## config.mk

```make
export PLATFORM = sky130hd
export DESIGN_NAME = multicycle_control_unit
export DESIGN_NICKNAME = d
export VERILOG_FILES = /design/src/rtl/multicycle_control_unit_pkg.sv /design/src/rtl/multicycle_control_unit_mem_wait_timer.sv /design/src/rtl/multicycle_control_unit.sv
export SDC_FILE = /design/constraint.sdc
export NUM_CORES = 1
export LEC_CHECK = 0
export BUFFER_PORTS_ARGS = -buffer_cell sky130_fd_sc_hd__clkbuf_2
export CORE_MARGIN = 2
export CORE_UTILIZATION = 35
export CTS_CLUSTER_DIAMETER = 120
export DETAILED_ROUTE_END_ITERATION = 12
export PLACE_DENSITY_LB_ADDON = 0.3
export SKIP_LAST_GASP = 1
export SLEW_MARGIN = 10
export SYNTH_ARGS = -nofsm -noshare
export SYNTH_HDL_FRONTEND = slang
export SYNTH_SLANG_ARGS = --single-unit
```

## constraint.sdc

```tcl
create_clock -name clk -period 2.3 [get_ports clk]
set_clock_uncertainty 0.2 [all_clocks]
set_input_delay 0.115 -clock clk [delete_from_list [all_inputs] [get_ports clk]]
set_output_delay 0.115 -clock clk [all_outputs]
set_load 0.01 [all_outputs]
```

## src/rtl/multicycle_control_unit_pkg.sv

```systemverilog
// Shared opcodes, FSM states and datapath select encodings for the multicycle RV32I control unit.
package multicycle_control_unit_pkg;

    localparam logic [6:0] OP_LOAD   = 7'b0000011;
    localparam logic [6:0] OP_STORE  = 7'b0100011;
    localparam logic [6:0] OP_RTYPE  = 7'b0110011;
    localparam logic [6:0] OP_ITYPE  = 7'b0010011;
    localparam logic [6:0] OP_JAL    = 7'b1101111;
    localparam logic [6:0] OP_JALR   = 7'b1100111;
    localparam logic [6:0] OP_BRANCH = 7'b1100011;
    localparam logic [6:0] OP_AUIPC  = 7'b0010111;
    localparam logic [6:0] OP_LUI    = 7'b0110111;
    localparam logic [6:0] OP_FENCE  = 7'b0001111;
    localparam logic [6:0] OP_SYSTEM = 7'b1110011;

    typedef enum logic [4:0] {
        S_FETCH     = 5'd0,
        S_DECODE    = 5'd1,
        S_JALR_ADDR = 5'd2,
        S_MEMADR    = 5'd3,
        S_MEMREAD   = 5'd4,
        S_MEMWB     = 5'd5,
        S_MEMWRITE  = 5'd6,
        S_EXECUTER  = 5'd7,
        S_EXECUTEI  = 5'd8,
        S_EXECUTEM  = 5'd9,
        S_ALUWB     = 5'd10,
        S_JAL       = 5'd11,
        S_JALR      = 5'd12,
        S_BRANCH    = 5'd13,
        S_AUIPC     = 5'd14,
        S_LUI       = 5'd15,
        S_TRAP      = 5'd16
    } state_t;

    typedef enum logic [1:0] {
        CAUSE_ILLEGAL = 2'b00,
        CAUSE_ECALL   = 2'b01,
        CAUSE_EBREAK  = 2'b10,
        CAUSE_BUS_ERR = 2'b11
    } trap_cause_t;

    localparam logic [1:0] PC_SRC_ALU    = 2'b00;
    localparam logic [1:0] PC_SRC_ALUOUT = 2'b01;
    localparam logic [1:0] PC_SRC_TRAP   = 2'b10;

    localparam logic [1:0] ALUOP_ADD    = 2'b00;
    localparam logic [1:0] ALUOP_BRANCH = 2'b01;
    localparam logic [1:0] ALUOP_FUNCT  = 2'b10;
    localparam logic [1:0] ALUOP_MULDIV = 2'b11;

    localparam logic [1:0] SRC_A_PC   = 2'b00;
    localparam logic [1:0] SRC_A_RS1  = 2'b01;
    localparam logic [1:0] SRC_A_ZERO = 2'b10;

    localparam logic [1:0] SRC_B_RS2  = 2'b00;
    localparam logic [1:0] SRC_B_FOUR = 2'b01;
    localparam logic [1:0] SRC_B_IMM  = 2'b10;

endpackage

```

## src/rtl/multicycle_control_unit_mem_wait_timer.sv

```systemverilog
// Saturating wait-state counter; flags the last cycle a memory access may stall before a bus error.
module multicycle_control_unit_mem_wait_timer #(
    parameter int unsigned TIMER_WIDTH  = 8,
    parameter int unsigned WAIT_TIMEOUT = 16
) (
    input  logic clk,
    input  logic reset,
    input  logic count_en,
    input  logic clear,
    output logic timeout
);

    localparam logic [TIMER_WIDTH-1:0] LIMIT =
        TIMER_WIDTH'((WAIT_TIMEOUT == 0) ? 0 : WAIT_TIMEOUT - 1);

    logic [TIMER_WIDTH-1:0] count;

    always_ff @(posedge clk) begin
        if (!reset) begin
            count <= '0;
        end else if (clear) begin
            count <= '0;
        end else if (count_en && (count != '1)) begin
            count <= count + TIMER_WIDTH'(1);
        end
    end

    assign timeout = (WAIT_TIMEOUT != 0) && count_en && (count == LIMIT);

endmodule

```

## src/rtl/multicycle_control_unit.sv

```systemverilog
// Multicycle RV32I control FSM with memory handshake, optional M-extension path, traps and retire pulse.
module multicycle_control_unit
    import multicycle_control_unit_pkg::*;
#(
    parameter bit          MEM_HANDSHAKE = 1'b1,
    parameter int unsigned WAIT_TIMEOUT  = 16,
    parameter bit          ENABLE_MULDIV = 1'b1,
    parameter int unsigned TIMER_WIDTH   = 8
) (
    input  logic       clk,
    input  logic       reset,
    input  logic [6:0] instruction_opcode,
    input  logic       funct7_m,
    input  logic       funct12_ebreak,
    input  logic       mem_ready,
    input  logic       muldiv_done,
    output logic       pc_write_cond,
    output logic       pc_write,
    output logic       lorD,
    output logic       memory_read,
    output logic       memory_write,
    output logic       memory_to_reg,
    output logic       ir_write,
    output logic       is_immediate,
    output logic       reg_write,
    output logic [1:0] pc_source,
    output logic [1:0] aluop,
    output logic [1:0] alu_src_a,
    output logic [1:0] alu_src_b,
    output logic       muldiv_start,
    output logic       trap,
    output logic [1:0] trap_cause,
    output logic       instr_retired
);

    state_t      state, next_state;
    trap_cause_t cause_q, next_cause;
    logic        md_started;
    logic        rdy, wait_en, timeout;

    assign rdy     = mem_ready || !MEM_HANDSHAKE;
    assign wait_en = reset && !rdy &&
                     (state == S_FETCH || state == S_MEMREAD || state == S_MEMWRITE);

    multicycle_control_unit_mem_wait_timer #(
        .TIMER_WIDTH (TIMER_WIDTH),
        .WAIT_TIMEOUT(WAIT_TIMEOUT)
    ) u_timer (
        .clk     (clk),
        .reset   (reset),
        .count_en(wait_en),
        .clear   (next_state != state),
        .timeout (timeout)
    );

    always_ff @(posedge clk) begin
        if (!reset) begin
            state      <= S_FETCH;
            cause_q    <= CAUSE_ILLEGAL;
            md_started <= 1'b0;
        end else begin
            state      <= next_state;
            cause_q    <= next_cause;
            md_started <= (state == S_EXECUTEM) && (next_state == S_EXECUTEM);
        end
    end

    always_comb begin
        next_state    = S_FETCH;
        next_cause    = cause_q;
        pc_write_cond = 1'b0;
        pc_write      = 1'b0;
        lorD          = 1'b0;
        memory_read   = 1'b0;
        memory_write  = 1'b0;
        memory_to_reg = 1'b0;
        ir_write      = 1'b0;
        is_immediate  = 1'b0;
        reg_write     = 1'b0;
        pc_source     = PC_SRC_ALU;
        aluop         = ALUOP_ADD;
        alu_src_a     = SRC_A_PC;
        alu_src_b     = SRC_B_RS2;
        muldiv_start  = 1'b0;
        trap          = 1'b0;
        trap_cause    = 2'b00;
        instr_retired = 1'b0;
        // While reset is low every output stays at its zero default.
        if (reset) begin
            case (state)
                S_FETCH: begin
                    memory_read = 1'b1;
                    alu_src_b   = SRC_B_FOUR;
                    next_state  = S_FETCH;
                    if (rdy) begin
                        ir_write   = 1'b1;
                        pc_write   = 1'b1;
                        next_state = (instruction_opcode == OP_JALR) ? S_JALR_ADDR : S_DECODE;
                    end else if (timeout) begin
                        next_state = S_TRAP;
                        next_cause = CAUSE_BUS_ERR;
                    end
                end
                S_DECODE: begin
                    alu_src_b  = SRC_B_IMM;
                    next_state = S_TRAP;
                    next_cause = CAUSE_ILLEGAL;
                    case (instruction_opcode)
                        OP_LOAD, OP_STORE: next_state = S_MEMADR;
                        OP_RTYPE: begin
                            if (funct7_m && ENABLE_MULDIV) next_state = S_EXECUTEM;
                            else if (!funct7_m)            next_state = S_EXECUTER;
                        end
                        OP_ITYPE:  next_state = S_EXECUTEI;
                        OP_JAL:    next_state = S_JAL;
                        OP_BRANCH: next_state = S_BRANCH;
                        OP_AUIPC:  next_state = S_AUIPC;
                        OP_LUI:    next_state = S_LUI;
                        OP_FENCE: begin
                            next_state    = S_FETCH;
                            instr_retired = 1'b1;
                        end
                        OP_SYSTEM: next_cause = funct12_ebreak ? CAUSE_EBREAK : CAUSE_ECALL;
                        default: ;
                    endcase
                end
                S_JALR_ADDR: begin
                    alu_src_a  = SRC_A_RS1;
                    alu_src_b  = SRC_B_IMM;
                    next_state = S_JALR;
                end
                S_JALR: begin
                    alu_src_b    = SRC_B_FOUR;
                    pc_write     = 1'b1;
                    pc_source    = PC_SRC_ALUOUT;
                    is_immediate = 1'b1;
                    next_state   = S_ALUWB;
                end
                S_MEMADR: begin
                    alu_src_a  = SRC_A_RS1;
                    alu_src_b  = SRC_B_IMM;
                    next_state = (instruction_opcode == OP_LOAD) ? S_MEMREAD : S_MEMWRITE;
                end
                S_MEMREAD: begin
                    memory_read = 1'b1;
                    lorD        = 1'b1;
                    next_state  = S_MEMREAD;
                    if (rdy) begin
                        next_state = S_MEMWB;
                    end else if (timeout) begin
                        next_state = S_TRAP;
                        next_cause = CAUSE_BUS_ERR;
                    end
                end
                S_MEMWB: begin
                    reg_write     = 1'b1;
                    memory_to_reg = 1'b1;
                    instr_retired = 1'b1;
                end
                S_MEMWRITE: begin
                    memory_write = 1'b1;
                    lorD         = 1'b1;
                    next_state   = S_MEMWRITE;
                    if (rdy) begin
                        instr_retired = 1'b1;
                        next_state    = S_FETCH;
                    end else if (timeout) begin
                        next_state = S_TRAP;
                        next_cause = CAUSE_BUS_ERR;
                    end
                end
                S_EXECUTER: begin
                    alu_src_a  = SRC_A_RS1;
                    aluop      = ALUOP_FUNCT;
                    next_state = S_ALUWB;
                end
                S_EXECUTEI: begin
                    alu_src_a    = SRC_A_RS1;
                    alu_src_b    = SRC_B_IMM;
                    aluop        = ALUOP_FUNCT;
                    is_immediate = 1'b1;
                    next_state   = S_ALUWB;
                end
                S_EXECUTEM: begin
                    alu_src_a    = SRC_A_RS1;
                    aluop        = ALUOP_MULDIV;
                    muldiv_start = !md_started;
                    next_state   = muldiv_done ? S_ALUWB : S_EXECUTEM;
                end
                S_ALUWB: begin
                    reg_write     = 1'b1;
                    instr_retired = 1'b1;
                end
                S_JAL: begin
                    alu_src_b  = SRC_B_FOUR;
                    pc_write   = 1'b1;
                    pc_source  = PC_SRC_ALUOUT;
                    next_state = S_ALUWB;
                end
                S_BRANCH: begin
                    alu_src_a     = SRC_A_RS1;
                    aluop         = ALUOP_BRANCH;
                    pc_write_cond = 1'b1;
                    pc_source     = PC_SRC_ALUOUT;
                    instr_retired = 1'b1;
                end
                S_AUIPC: begin
                    alu_src_b  = SRC_B_IMM;
                    next_state = S_ALUWB;
                end
                S_LUI: begin
                    alu_src_a  = SRC_A_ZERO;
                    alu_src_b  = SRC_B_IMM;
                    next_state = S_ALUWB;
                end
                S_TRAP: begin
                    trap       = 1'b1;
                    trap_cause = cause_q;
                    pc_write   = 1'b1;
                    pc_source  = PC_SRC_TRAP;
                end
                default: next_state = S_FETCH;
            endcase
        end
    end

endmodule

```

# Yosys cells after proc, flatten, opt, wreduce, memory -nomap -nowiden
# Cells that the tools add are included.
[totals]
ff_bits = 16
in_bits = 13
word_cells = 120
[op_classes]
addsub = 1
eq_ne = 33
muxes = 54
n_bitwise = 1
reduce_logical = 27
[ops]
columns = ["operator", "count"]
rows = [
  ["$pmux 5 s8", 2],
  ["$eq 5x4->1 const B", 9],
  ["$mux 5", 7],
  ["$eq 7x7->1 const B", 4],
  ["$mux 2", 13],
  ["$mux 1", 24],
  ["$eq 7x6->1 const B", 3],
  ["$eq 5x3->1 const B", 4],
  ["$reduce_or 6->1", 3],
  ["$pmux 2 s2", 4],
  ["$reduce_or 3->1", 5],
  ["$eq 7x5->1 const B", 2],
  ["$reduce_or 2->1", 7],
  ["$eq 5x2->1 const B", 2],
  ["$add 8x1->8 const B", 1],
  ["$eq 8x4->1 const B", 1],
  ["$ne 8x8->1 const B", 1],
  ["$eq 7x2->1 const B", 1],
  ["$eq 7x4->1 const B", 1],
  ["$pmux 2 s3", 1],
  ["$eq 5x1->1 const B", 1],
  ["$eq 5x5->1 const B", 1],
  ["$logic_and 1x1->1", 5],
  ["$logic_not 5->1", 1],
  ["11 further kinds", 13],
]

# Depth between registers and ports, before layout
# Gate-level depths: netlist (run 1).
[depth]
ltp_word = 11
mapped_depth = 9

# By module
# A second synthesis (run 1) with hierarchy kept.
[unflattened]
cells_unflattened = 229
hier_area_um2 = 1641.6
[by_module_without_submodules]
columns = ["mod", "n_inst", "cells_per_inst", "area_each_um2", "seq_area_each_um2"]
rows = [
  ["multicycle_control_unit", 1, 183, 1207.4, 160.2],
  ["multicycle_control_unit_mem_wait_timer", 1, 46, 434.2, 160.2],
]

# Worst setup path after synthesis (run 1)
# No wires, ideal clock.
[synth_path]
path_kind = "reg2reg"
from = "register u_timer.count[0]"
to = "register u_timer.count[6]"
setup_ps = 88
arrival_time_ps = 2006
setup_slack_ps = 6
path_stages_with_launch = 10
period_less_slack_ps = 2294
path_cell_list = "dfxtp_1 -> ha_1 -> and3_1 -> clkbuf_1 -> nand2_1 -> nor2_4 -> o221ai_1 -> o21a_1 -> a221o_1 -> nor4_2"
[synth_between]
elab_chain_len = 8
elab_cells_between_ends = 15
[synth_rtl]
columns = ["element", "line", "source"]
rows = [
  ["start: declaration", "multicycle_control_unit_mem_wait_timer.sv:16", "logic [TIMER_WIDTH-1:0] count;"],
  ["start signal: assignment", "multicycle_control_unit_mem_wait_timer.sv:24", "count <= count + TIMER_WIDTH'(1);"],
  ["$eq 8x4->1", "multicycle_control_unit_mem_wait_timer.sv:28", "assign timeout = (WAIT_TIMEOUT != 0) && count_en && (count == LIMIT);"],
  ["$logic_and 1x1->1", "multicycle_control_unit_mem_wait_timer.sv:28", ""],
  ["$mux 5, on equally long branches", "multicycle_control_unit.sv:167, multicycle_control_unit.sv:99, multicycle_control_unit.sv:150", ""],
  ["$mux 5, on equally long branches", "multicycle_control_unit.sv:164, multicycle_control_unit.sv:95, multicycle_control_unit.sv:148", ""],
  ["$pmux 5 s8", "multicycle_control_unit.sv:90", "case (state)"],
  ["$mux 5", "multicycle_control_unit.sv:89", "if (reset) begin"],
  ["$ne 5x5->1", "multicycle_control_unit.sv:52", ".clear (next_state != state),"],
  ["$reduce_or 2->1 (no line)", "--", ""],
]
# Several ways; a longest one is shown, not always the timed one.
# A chain may end at the register's enable or synchronous reset.

# Final worst setup path (run 1)
[layout_path]
from = "register state[3]"
to = "register u_timer.count[6]"
[layout_between]
elab_chain_len = 11
elab_cells_between_ends = 29
[layout_rtl]
columns = ["element", "line", "source"]
rows = [
  ["start: declaration", "multicycle_control_unit.sv:36", "state_t state, next_state;"],
  ["start signal: assignment", "multicycle_control_unit.sv:62", "state <= next_state;"],
  ["$eq 5x3->1 or $logic_not 5->1 (tied branches)", "multicycle_control_unit.sv:43, multicycle_control_unit.sv:90", ""],
  ["$logic_or 1x1->1 (2 in series)", "multicycle_control_unit.sv:43", "(state == S_FETCH || state == S_MEMREAD || state == S_MEMWRITE);"],
  ["$logic_and 1x1->1", "multicycle_control_unit.sv:42", "assign wait_en = reset && !rdy &&"],
  ["$logic_and 1x1->1", "multicycle_control_unit_mem_wait_timer.sv:28", ""],
  ["$mux 5, on equally long branches", "multicycle_control_unit.sv:167, multicycle_control_unit.sv:99, multicycle_control_unit.sv:150", ""],
  ["$mux 5, on equally long branches", "multicycle_control_unit.sv:164, multicycle_control_unit.sv:95, multicycle_control_unit.sv:148", ""],
  ["$pmux 5 s8", "multicycle_control_unit.sv:90", ""],
  ["$mux 5", "multicycle_control_unit.sv:89", ""],
  ["$ne 5x5->1", "multicycle_control_unit.sv:52", ""],
  ["$reduce_or 2->1 (no line)", "--", ""],
]
# Several ways; a longest one is shown, not always the timed one.

==> results of run 1 <==
==> cell families (layout without fill, tap and decap cells) <==
family,count (synthesis),after routing,synth area share (%)
and+or+nand+nor,117,117,46.54
AOI/OAI and AO/OA,47,47,20.90
buffers and inverters,22,104,6.592
DFF,16,16,20.58
xor gates and xnor gates,7,7,3.939
adders and majority gates,1,1,0.8037
muxes,1,1,0.6431
==> placed cells by master (no fill, tap or decap), types with 3 or more instances in the layout <==
cell / instances
xor2_1: 6
clkbuf_2: 34
and2_1: 5
a21oi_1: 11
nand2b_1: 8
nor4_2: 4
inv_1: 7
o21ai_0: 7
nand2_1: 13
clkbuf_8: 4
nor2_1: 20
o21a_1: 4
o22ai_1: 3
dfxtp_4: 4
buf_4: 55
nor2b_1: 7
nand3_1: 8
dfxtp_1: 10
nand4_1: 5
and3_1: 5
nor3_1: 12
==> per-layer routing <==
layer,share of wire [%],wire [um],global-route usage [%]
met1,45,2169,24.26
met2,51,2446,36.97
met3,3.3,160,2.707
met4,1.4,66,4.193
met5,0,0,0
==> Yosys cell counts (all sizes together) (3+ instances only) <==
library cell / instances / area, um2
nand3: 9 / 45.04
xor2: 6 / 52.55
nand2: 14 / 52.55
and3: 7 / 43.79
and2: 5 / 31.28
o22ai: 3 / 18.77
nor2b: 8 / 50.05
dfxtp: 16 / 320.3
clkbuf: 6 / 22.52
nor2: 23 / 103.9
o21ai: 8 / 40.04
o21a: 4 / 30.03
buf: 9 / 53.80
inv: 7 / 26.28
nor4: 7 / 71.31
nand2b: 9 / 63.81
nor3: 14 / 70.07
nand4: 6 / 43.79
a21oi: 12 / 60.06
==> power by group through the flow <==
stage / sequential (uW) / clock (uW) / combinational (uW)
after global routing: 287 / 277 / 233
after global placement: 296 / 0 / 193
after detailed placement: 296 / 0 / 195
after CTS: 290 / 261 / 201
final: 287 / 253 / 212
after floorplan: 294 / 0 / 114
==> how the worst max path moves through the flow <==
stage                                          endpoint  slack [ns]  cells past startpoint
after floorplan           u_timer.count[6]$_SDFFE_PP0P_       0.006                      9
after global placement    u_timer.count[5]$_SDFFE_PP0P_        -0.1                      7
after detailed placement  u_timer.count[6]$_SDFFE_PP0P_       -0.14                      8
after CTS                 u_timer.count[0]$_SDFFE_PP0P_       0.006                      9
after global routing      u_timer.count[1]$_SDFFE_PP0P_        -0.1                      8
final                     u_timer.count[6]$_SDFFE_PP0P_       -0.04                      8
==> per-stage QoR <==
stage | util, % | hold slack [ns] | TNS [ns] | std cells | total power, uW
global route | 54.20 | 0.07035 | -0.6758 | 345 | 796.9
global placement | 49.51 | 0.2587 | -0.7317 | 337 | 488.7
CTS | 51.79 | 0.04709 | 0 | 343 | 752.4
finish | 54.20 | 0.05326 | -0.1489 | 345 | 752.3
detailed placement | 49.51 | 0.2631 | -0.9812 | 337 | 490.2
floorplan | - | 0.04625 | 0 | 211 | 407.3
==> worst reg2reg max path, delay by kind of cell (launching register included) <==
family	cells	cell delay, ns
buf+inv	2	0.25
flops	1	0.37
compound gates	4	0.99
simple gates	2	0.45
==> final cells by class <==
type,count,area [um2]
fillers,411,1981
multi-input cells,173,1224
repair buffers,93,635.6
flip-flops and latches,16,337.8
well taps,52,65.06
clock buffers,4,55.05
inverters,7,26.28
==> flip-flops by register name, summed over array words and instances (netlist names) <==
signal         cells
cause_q            2
md_started         1
state              5
u_timer.count      8
==> repair_timing <==
action | 4_1_cts | 5_1_grt
hold buffers | 1 | 0
hold endpoints to repair | 1 | 0
setup buffers | 1 | 2
pin swaps | 3 | 7
resized for setup | 10 | 23
setup endpoints to repair | 8 | 9
==> results.md, run 1 <==
* Design area at roughly 0.0023 mm2
* Starting Density at 36.00%
* Buffers on Ports at 34
* Chip Height at 70.69 um
* Worst hold stages at 3
* Hold crit path type: input port to flop
* Clk sink count at 16
* VDD IR max at 0.2782 mV
* Critical Path AT at 2.31 ns
* Die Width at 70.69 um
* Combinational share of power at between 20 and 30%
* CP max stage delay at 0.48 ns
* Routed WL at roughly 4800 um
* Routed vias/inst at 5.351
* Cell count after synthesis at ~210
* Synth-to-Final Area Change at 50.56%
* Netlist Area Pre-Place at between 0.0015 and 0.002 mm2
* Die area at 0.004996 mm2
* CTS H-Tree Depth at 1
* Tmin final at 2.343 ns
* Seq/Total Area, Yosys at between 20% and 30%
* Gpl congestion at just under 0.9
* Slew HR at 72.59%
* Critical Path, Cell by Cell: buf_12 -> buf_6 -> a21oi_1 -> o32ai_2 -> nor3b_2 -> a21oi_1 -> a221o_2 -> nor4_2
* TritonCTS Buffers at 3
* Final setup fails at 7
* Final hold violation count at 0
* Setup WS post-layout at -0.04323 ns
* Synth Area per Inst at 7.377 um2
* Nets at 308
* Tot GR Track Use at 19.88%
* Cell family with most CP delay: compound AO/OA/AOI/OAI gates
* Max-slew violations at 0
* Reg2reg start: state[3]$_SDFF_PN0_
* DR pass1 iterations at 4
* TritonCTS clock tree: done
* Hold EP: cause_q[0]$_SDFFE_PN0P_
* CP Class: flop to flop
* Cell leakage power at ~0.0010 uW
* # DRC at 0
* Nature of the critical path startpoint: flop
* Switch share at 29.61%
* Initial antenna violation count at 0
* Worst reg2reg endpoint: u_timer.count[6]$_SDFFE_PP0P_
* Failing checks: negative setup slack
* Post-route ant nets at 0
* Peak fanout along the critical path at 8
* Syn Nets at 225
* Reg2Reg Setup Slack at -0.04 ns
* Slew @ Worst Pin at 0.4053 ns
* Async S/R FF share, synth at 0%
* Flop pwr share at a little under two fifths
* Tcrit/Tclk final at 101.9%
* Achievable frequency at between 400 and 500 MHz
* Placed Area at 0.002141 mm2
* P_sw at 222.8 uW
* Post-synth EDFFs at 0
* Clock power frac at about a third
* Crit end category: flop
* Row Count at 24
* Starting DRT DRC Count at 97
* Setup Slack @ Placement at -0.1386 ns
* HP Start: reset
* Yosys warnings at 0
* Root Buffer: clkbuf_8
* Netlist cell types at between 50 and 60
* Clock latency on the worst-skew pair at between 0.2 and 0.3 ns
* Pint at 529.6 uW
* Critical Path Start: state[3]$_SDFF_PN0_
* R2r worst-path depth at 8
* Hpwl dp at 3801 um
* Post-synth top flop: dfxtp_1
* # IOs at 35
* Wire length per cell at 14.03 um
* Core Area at roughly 0.0043 mm2
* Number of global-route vias before repair at approximately 1800
* Max Cap Viol at 0
* Data required, critical path at 2.27 ns
* Fraction of layout cells with a size suffix above 1 at about 46%
* First-pass GRT wire length at 8135 um
* Via count at between 1500 and 2000
* N_diodes at 0
* Total congestion overflow at 0
* CP Buf/Inv Count at 2
* Clk buf depth at 2
* Seq cells post-synth at 16
* Register clock-pin slew on the reported worst setup and hold paths at 0.07 ns
* Critical path's slowest cell: a221o_2
* Largest net degree at the start of global routing at 12
* RSZ-0062 raised after global routing: true
* Top cell by count, worst path: a21oi_1
* Status: finished, violations left
* Pwr Density at 321.0 mW/mm2
No activity file was read; power rests on OpenSTA's default activity.
==> run 2, diff against run 1 <==
--- a/config.mk
+++ b/config.mk
@@ -6,11 +6,12 @@
 export NUM_CORES = 1
 export LEC_CHECK = 0
 export BUFFER_PORTS_ARGS = -buffer_cell sky130_fd_sc_hd__clkbuf_2
-export CORE_MARGIN = 2
-export CORE_UTILIZATION = 35
+export CORE_MARGIN = 4
+export CORE_UTILIZATION = 49
 export CTS_CLUSTER_DIAMETER = 120
 export DETAILED_ROUTE_END_ITERATION = 12
 export PLACE_DENSITY_LB_ADDON = 0.3
+export RECOVER_POWER = 50
 export SKIP_LAST_GASP = 1
 export SLEW_MARGIN = 10
 export SYNTH_ARGS = -nofsm -noshare
==> results.md, run 2 (synthesized netlist as in run 1, its figures left out) <==
* Row Count at 20 (-17%)
* CP Class: flop to flop
* Status: completed
* Commonest non-fill, non-tap cell in the layout: buf_4
* Reg2Reg Setup Slack at 0.003 ns (+0.05 ns)
* HP Start: reset
* Root Buffer: clkbuf_4
* Max reg flops at 8 (unchanged)
* Synth-to-Final Area Change at 53.46%
* Number of global-route vias before repair at 1760 (-2.0%)
* Overall power at 717.2 uW (-4.7%)
* Wire length per cell at 15.26 um (+8.7%)
* Starting DRT DRC Count at 103 (+6.2%)
* Placed Area at 0.002138 mm2 (-0.12%)
* Gpl congestion at 0.9380 (+8.5%)
* Fraction of layout cells with a size suffix above 1 at 47.80% (+1.7 points)
* Combinational share of power at 33.9% (+5.7 points)
* Clock latency on the worst-skew pair at 0.29 ns (+0.04 ns)
* # DRC at 0 (unchanged)
* Register clock-pin slew on the reported worst setup and hold paths at 0.09 ns (+0.02 ns)
* Final setup fails at 0 (-7)
* CTS H-Tree Depth at 1 (unchanged)
* Nets at 310 (+0.65%)
* Clk sink count at 16 (unchanged)
* Core Area at 0.003053 mm2 (-29%)
* Design area at 0.002389 mm2 (+1.9%)
* Die Width at 64.36 um (-8.9%)
* Tcrit/Tclk final at 99.85% (-2.0 points)
* GR Layer Usage met2 at 43.69% (+6.7 points)
* Critical Path AT at 2.30 ns (about the same)
* Critical Path Start: state[0]$_SDFF_PN0_
* Max-slew violations at 0 (unchanged)
* Via count at 1928 (+4.4%)
* Total congestion overflow at 0 (unchanged)
* P_sw at 221.4 uW (-0.62%)
* Setup TNS at 0 ns (+0.1489 ns)
* GR peak layer: met2
* Tot GR Track Use at 24.25% (+4.4 points)
* Buffers on Ports at 34 (unchanged)
* Initial antenna violation count at 0 (unchanged)
* Grt met1 use at 30.28% (+6.0 points)
* Post-route ant nets at 0 (unchanged)
* # IOs at 35 (unchanged)
* TritonCTS clock tree: done
* Largest Register: u_timer.count
* Most frequent cells in the layout: buf_4, clkbuf_2, nor2_1
* Max Cap Viol at 0 (unchanged)
* Data required, critical path at 2.30 ns (+0.03 ns)
* Reg2reg start: state[0]$_SDFF_PN0_
* Hold crit path type: input port to flop
* Chip Height at 64.36 um (-8.9%)
* Routed WL at 5174 um (+6.9%)
* Peak fanout along the critical path at 8 (unchanged)
* Pint at 495.8 uW (-6.4%)
* Slew HR at 68.68% (-3.9 points)
* Pwr Density at 300.3 mW/mm2 (-6.5%)
* Flop pwr share at 40.4% (+2.3 points)
* Clk buf depth at 2 (unchanged)
* DR pass1 iterations at 4 (unchanged)
* Routed vias/inst at 5.687 (+6.3%)
* Clock power frac at 25.7% (-8.0 points)
* Tmin final at 2.297 ns (-0.04662 ns)
* Starting Density at 50.98% (+15 points)
* VDD IR max at 0.2987 mV (+7.4%)
* Nature of the critical path startpoint: flop
* First-pass GRT wire length at 8079 um (-0.69%)
* Cell leakage power at 0.001057 uW (+2.4%)
* Final hold violation count at 0 (unchanged)
* Switch share at 30.87% (+1.3 points)
* RSZ-0062 raised after global routing: true
* Crit end category: flop
* Largest net degree at the start of global routing at 15 (+3)
* TritonCTS Buffers at 3 (unchanged)
* Biggest regs: u_timer.count x8, state x5, cause_q x2
* N_diodes at 0 (unchanged)
* Hpwl dp at 3815 um (+0.37%)
* Filler cells at 204 (-50%)
* Slew @ Worst Pin at 0.4631 ns (+0.05780 ns)
* Die area at 0.004142 mm2 (-17%)
* Met3 Use GR at 2.988% (+0.28 points)
* Achievable frequency at 435.4 MHz (+2.0%)
[run 2: area by class of cell]
cell class	count	area, um2	area share (%)
well taps	44	55.05	2.305
multi-input cells	173	1284	53.75
flip-flops and latches	16	336.6	14.09
repair buffers	95	650.6	27.24
clock buffers	4	36.28	1.519
inverters	7	26.28	1.100
[run 2: path summary, 6_finish.rpt]
path                                                       to  cells after the start
worst min register to register        cause_q[1]$_SDFFE_PN0P_                      1
worst max register to register  u_timer.count[4]$_SDFFE_PP0P_                      8
worst min-delay path                  cause_q[1]$_SDFFE_PN0P_                      3
worst max-delay path            u_timer.count[4]$_SDFFE_PP0P_                      8
[run 2: repair_timing]
| action | in CTS | in global routing |
|---|---|---|
| setup buffers | 0 | 4 |
| endpoints found under the setup margin | 8 | 8 |
| resized for setup | 16 | 25 |
| cloned | 0 | 0 |
| hold buffers | 1 | 0 |
| pin swaps | 1 | 8 |
| endpoints found under the hold margin | 2 | 0 |
[run 2: routing by layer]
layer / vias up / wire, um
met3: 14 / 280
met5: - / 0
met2: 62 / 2624
met4: 0 / 166
met1: 899 / 2103
li1: 953 / -
[run 2: per-stage QoR]
stage,worst slack (ns),util [%],hold WS [ns],cells
after CTS,0.01690,73.16,0.03776,335
final,0.003390,78.24,0.04713,339
after floorplan,0.005685,-,0.04625,211
after detailed placement,-0.2360,70.04,0.2574,330
after global placement,-0.1308,70.04,0.2562,330
after global routing,-0.1100,78.24,0.04407,339
[run 2: critical path, stage by stage, from the launching register on]
cell	delay (ns)
dfxtp_4	0.39
buf_8	0.14
nor2_2	0.18
nand4b_4	0.15
nor2_4	0.13
o221ai_1	0.16
o21a_1	0.21
a221o_2	0.40
nor3_1	0.24
[run 2: power by group through the flow]
stage | Sequential, uW | Combinational (uW) | Clock (uW)
floorplan | 294 | 114 | 0
global placement | 296 | 203 | 0
detailed placement | 296 | 208 | 0
CTS | 291 | 217 | 189
global route | 291 | 263 | 206
finish | 289 | 243 | 184
==> run 3, diff against run 2 <==
--- a/config.mk
+++ b/config.mk
@@ -10,7 +10,7 @@
 export CORE_UTILIZATION = 49
 export CTS_CLUSTER_DIAMETER = 120
 export DETAILED_ROUTE_END_ITERATION = 12
-export PLACE_DENSITY_LB_ADDON = 0.3
+export PLACE_DENSITY = 0.77
 export RECOVER_POWER = 50
 export SKIP_LAST_GASP = 1
 export SLEW_MARGIN = 10
==> results.md, run 3 (synthesized netlist as in run 1, its figures left out) <==
* Cell family with most CP delay: compound AO/OA/AOI/OAI gates
* Placed Area at 0.002141 mm2 (+0.12%)
* Max reg flops at 8 (unchanged)
* Number of global-route vias before repair at 1847 (+4.9%)
* CP Class: flop to flop
* Cell leakage power at 0.001028 uW (-2.7%)
* Fraction of layout cells with a size suffix above 1 at 47.10% (-0.70 points)
* Gpl congestion at 0.9451 (+0.76%)
* DR pass1 iterations at 4 (unchanged)
* Root Buffer: clkbuf_4
* Critical Path, Cell by Cell: buf_4 -> nor2b_4 -> a211o_1 -> o32ai_2 -> nor3b_4 -> a21oi_2 -> a221o_1 -> buf_6 -> nor4_4
* Most frequent cells in the layout: buf_4, clkbuf_2, nor2_1
* Routed WL at 5011 um (-3.2%)
* Hold crit path type: input port to flop
* N_diodes at 0 (unchanged)
* CTS H-Tree Depth at 1 (unchanged)
* Critical path endpoint: u_timer.count[6]$_SDFFE_PP0P_
* Critical Path AT at 2.30 ns (about the same)
* CP Buf/Inv Count at 2 (+1)
* Via count at 1891 (-1.9%)
* Starting DRT DRC Count at 157 (+52%)
* Synth-to-Final Area Change at 50.56%
* Slew @ Worst Pin at 0.3957 ns (-0.06737 ns)
* GR Layer Usage met2 at 41.37% (-2.3 points)
* RSZ-0062 raised after global routing: true
* Row Count at 20 (unchanged)
* Pwr Density at 295.0 mW/mm2 (-1.8%)
* Final setup fails at 0 (unchanged)
* Nature of the critical path startpoint: flop
* Post-Layout Cell Count at 337 (-0.59%)
* Tot GR Track Use at 23.43% (-0.82 points)
* TritonCTS Buffers at 3 (unchanged)
* Met3 Use GR at 2.812% (-0.18 points)
* Nets at 308 (-0.65%)
* WP depth at 9 (+1)
* Largest net degree at the start of global routing at 13 (-2)
* # IOs at 35 (unchanged)
* Total congestion overflow at 0 (unchanged)
* Chip Height at 64.36 um (unchanged)
* Worst reg2reg endpoint: u_timer.count[6]$_SDFFE_PP0P_
* Core Area at 0.003053 mm2 (unchanged)
* Clk sink count at 16 (unchanged)
* Critical Path Start: state[1]$_SDFF_PN0_
* VDD IR max at 0.2797 mV (-6.3%)
* # DRC at 0 (unchanged)
* Grt met1 use at 28.98% (-1.3 points)
* TritonCTS clock tree: done
* Design area at 0.002344 mm2 (-1.9%)
* Final hold violation count at 0 (unchanged)
* Crit end category: flop
* Buffers on Ports at 34 (unchanged)
* Overall power at 691.3 uW (-3.6%)
* Die area at 0.004142 mm2 (unchanged)
* Reg2Reg Setup Slack at 0.01 ns (about the same)
* R2r worst-path depth at 9 (+1)
* Starting Density at 50.98% (unchanged)
* Slew HR at 73.38% (+4.7 points)
* Cells after DPL at 332 (+0.61%)
* Achievable frequency at 437.1 MHz (+0.39%)
* Critical path's slowest cell: dfxtp_4
* Post-route ant nets at 0 (unchanged)
* Initial antenna violation count at 0 (unchanged)
* Biggest regs: u_timer.count x8, state x5, cause_q x2
* Wire length per cell at 14.87 um (-2.6%)
* Tmin final at 2.288 ns (-0.008989 ns)
* Register clock-pin slew on the reported worst setup and hold paths at 0.09 ns (about the same)
* Die Width at 64.36 um (unchanged)
* Max-slew violations at 0 (unchanged)
* Reg2reg start: state[1]$_SDFF_PN0_
* CP max stage delay at 0.40 ns (about the same)
* GR peak layer: met2
* Status: completed
* Tcrit/Tclk final at 99.46% (-0.39 points)
* Clk buf depth at 2 (unchanged)
* Peak fanout along the critical path at 8 (unchanged)
* Clock latency on the worst-skew pair at 0.29 ns (about the same)
* Max Cap Viol at 0 (unchanged)
* Routed vias/inst at 5.611 (-1.3%)
* Largest Register: u_timer.count
* Data required, critical path at 2.31 ns (about the same)
* Hpwl dp at 3753 um (-1.6%)
* Hold_ws at 0.06571 ns (+0.01859 ns)
* First-pass GRT wire length at 7872 um (-2.6%)
* Commonest non-fill, non-tap cell in the layout: buf_4
## run 3: cell count changes in the layout (fill, tap and decap cells not counted), sizes merged
cell,change
buf,-3
clkbuf,+1
## run 3: how the worst min path moves through the flow
stage	start	slack, ns	end	depth (start not counted)
after floorplan	reset	0.05	cause_q[0]$_SDFFE_PN0P_	1
after global placement	funct12_ebreak	0.25	cause_q[0]$_SDFFE_PN0P_	3
after detailed placement	funct12_ebreak	0.27	cause_q[0]$_SDFFE_PN0P_	3
after CTS	reset	0.05	cause_q[1]$_SDFFE_PN0P_	3
after global routing	reset	0.05	cause_q[0]$_SDFFE_PN0P_	3
final	reset	0.07	cause_q[1]$_SDFFE_PN0P_	3
## run 3: metrics by stage
step | setup TNS [ns] | setup WS (ns) | util, %
2_1_floorplan | 0 | 0.005685 | -
3_3_place_gp | -0.5587 | -0.08241 | 70.12
3_5_place_dp | -0.6149 | -0.1202 | 70.12
4_1_cts | 0 | 0.004587 | 73.32
5_1_grt | -0.5444 | -0.08510 | 76.76
6_report | 0 | 0.01238 | 76.76
## run 3: layout make-up
type	instances	area (um2)
clock buffer	4	36.28
fill	231	709.4
inverter	7	26.28
multi-input combinational	173	1266
sequential	16	336.6
tap	44	55.05
timing repair buffer	93	623.1
## run 3: what timing repair did
item                                   CTS  global route
pin swaps                                3            10
endpoints found under the hold margin    2             0
gates cloned                             0             0
setup endpoints to repair                8             9
hold buffers                             1             0
setup buffers                            0             0
gates resized for setup                 14            29
## run 3: metal layers
metal / routed length (um) / up-vias
met5: 0 / -
met4: 85 / 0
met3: 205 / 9
met2: 2497 / 48
met1: 2223 / 892
li1: - / 942
## run 3: worst min-delay path, cell delays in order
cell and delay, ns:
clkbuf_2 0.12, buf_4 0.17, o311a_1 0.10
## run 3: where the power goes
group | switching, uW | leakage [uW] | internal (uW)
combinational | 120 | 0.000874 | 99.7
sequential | 6.49 | 0.000134 | 281
clock | 88.4 | 0.0000210 | 96.4
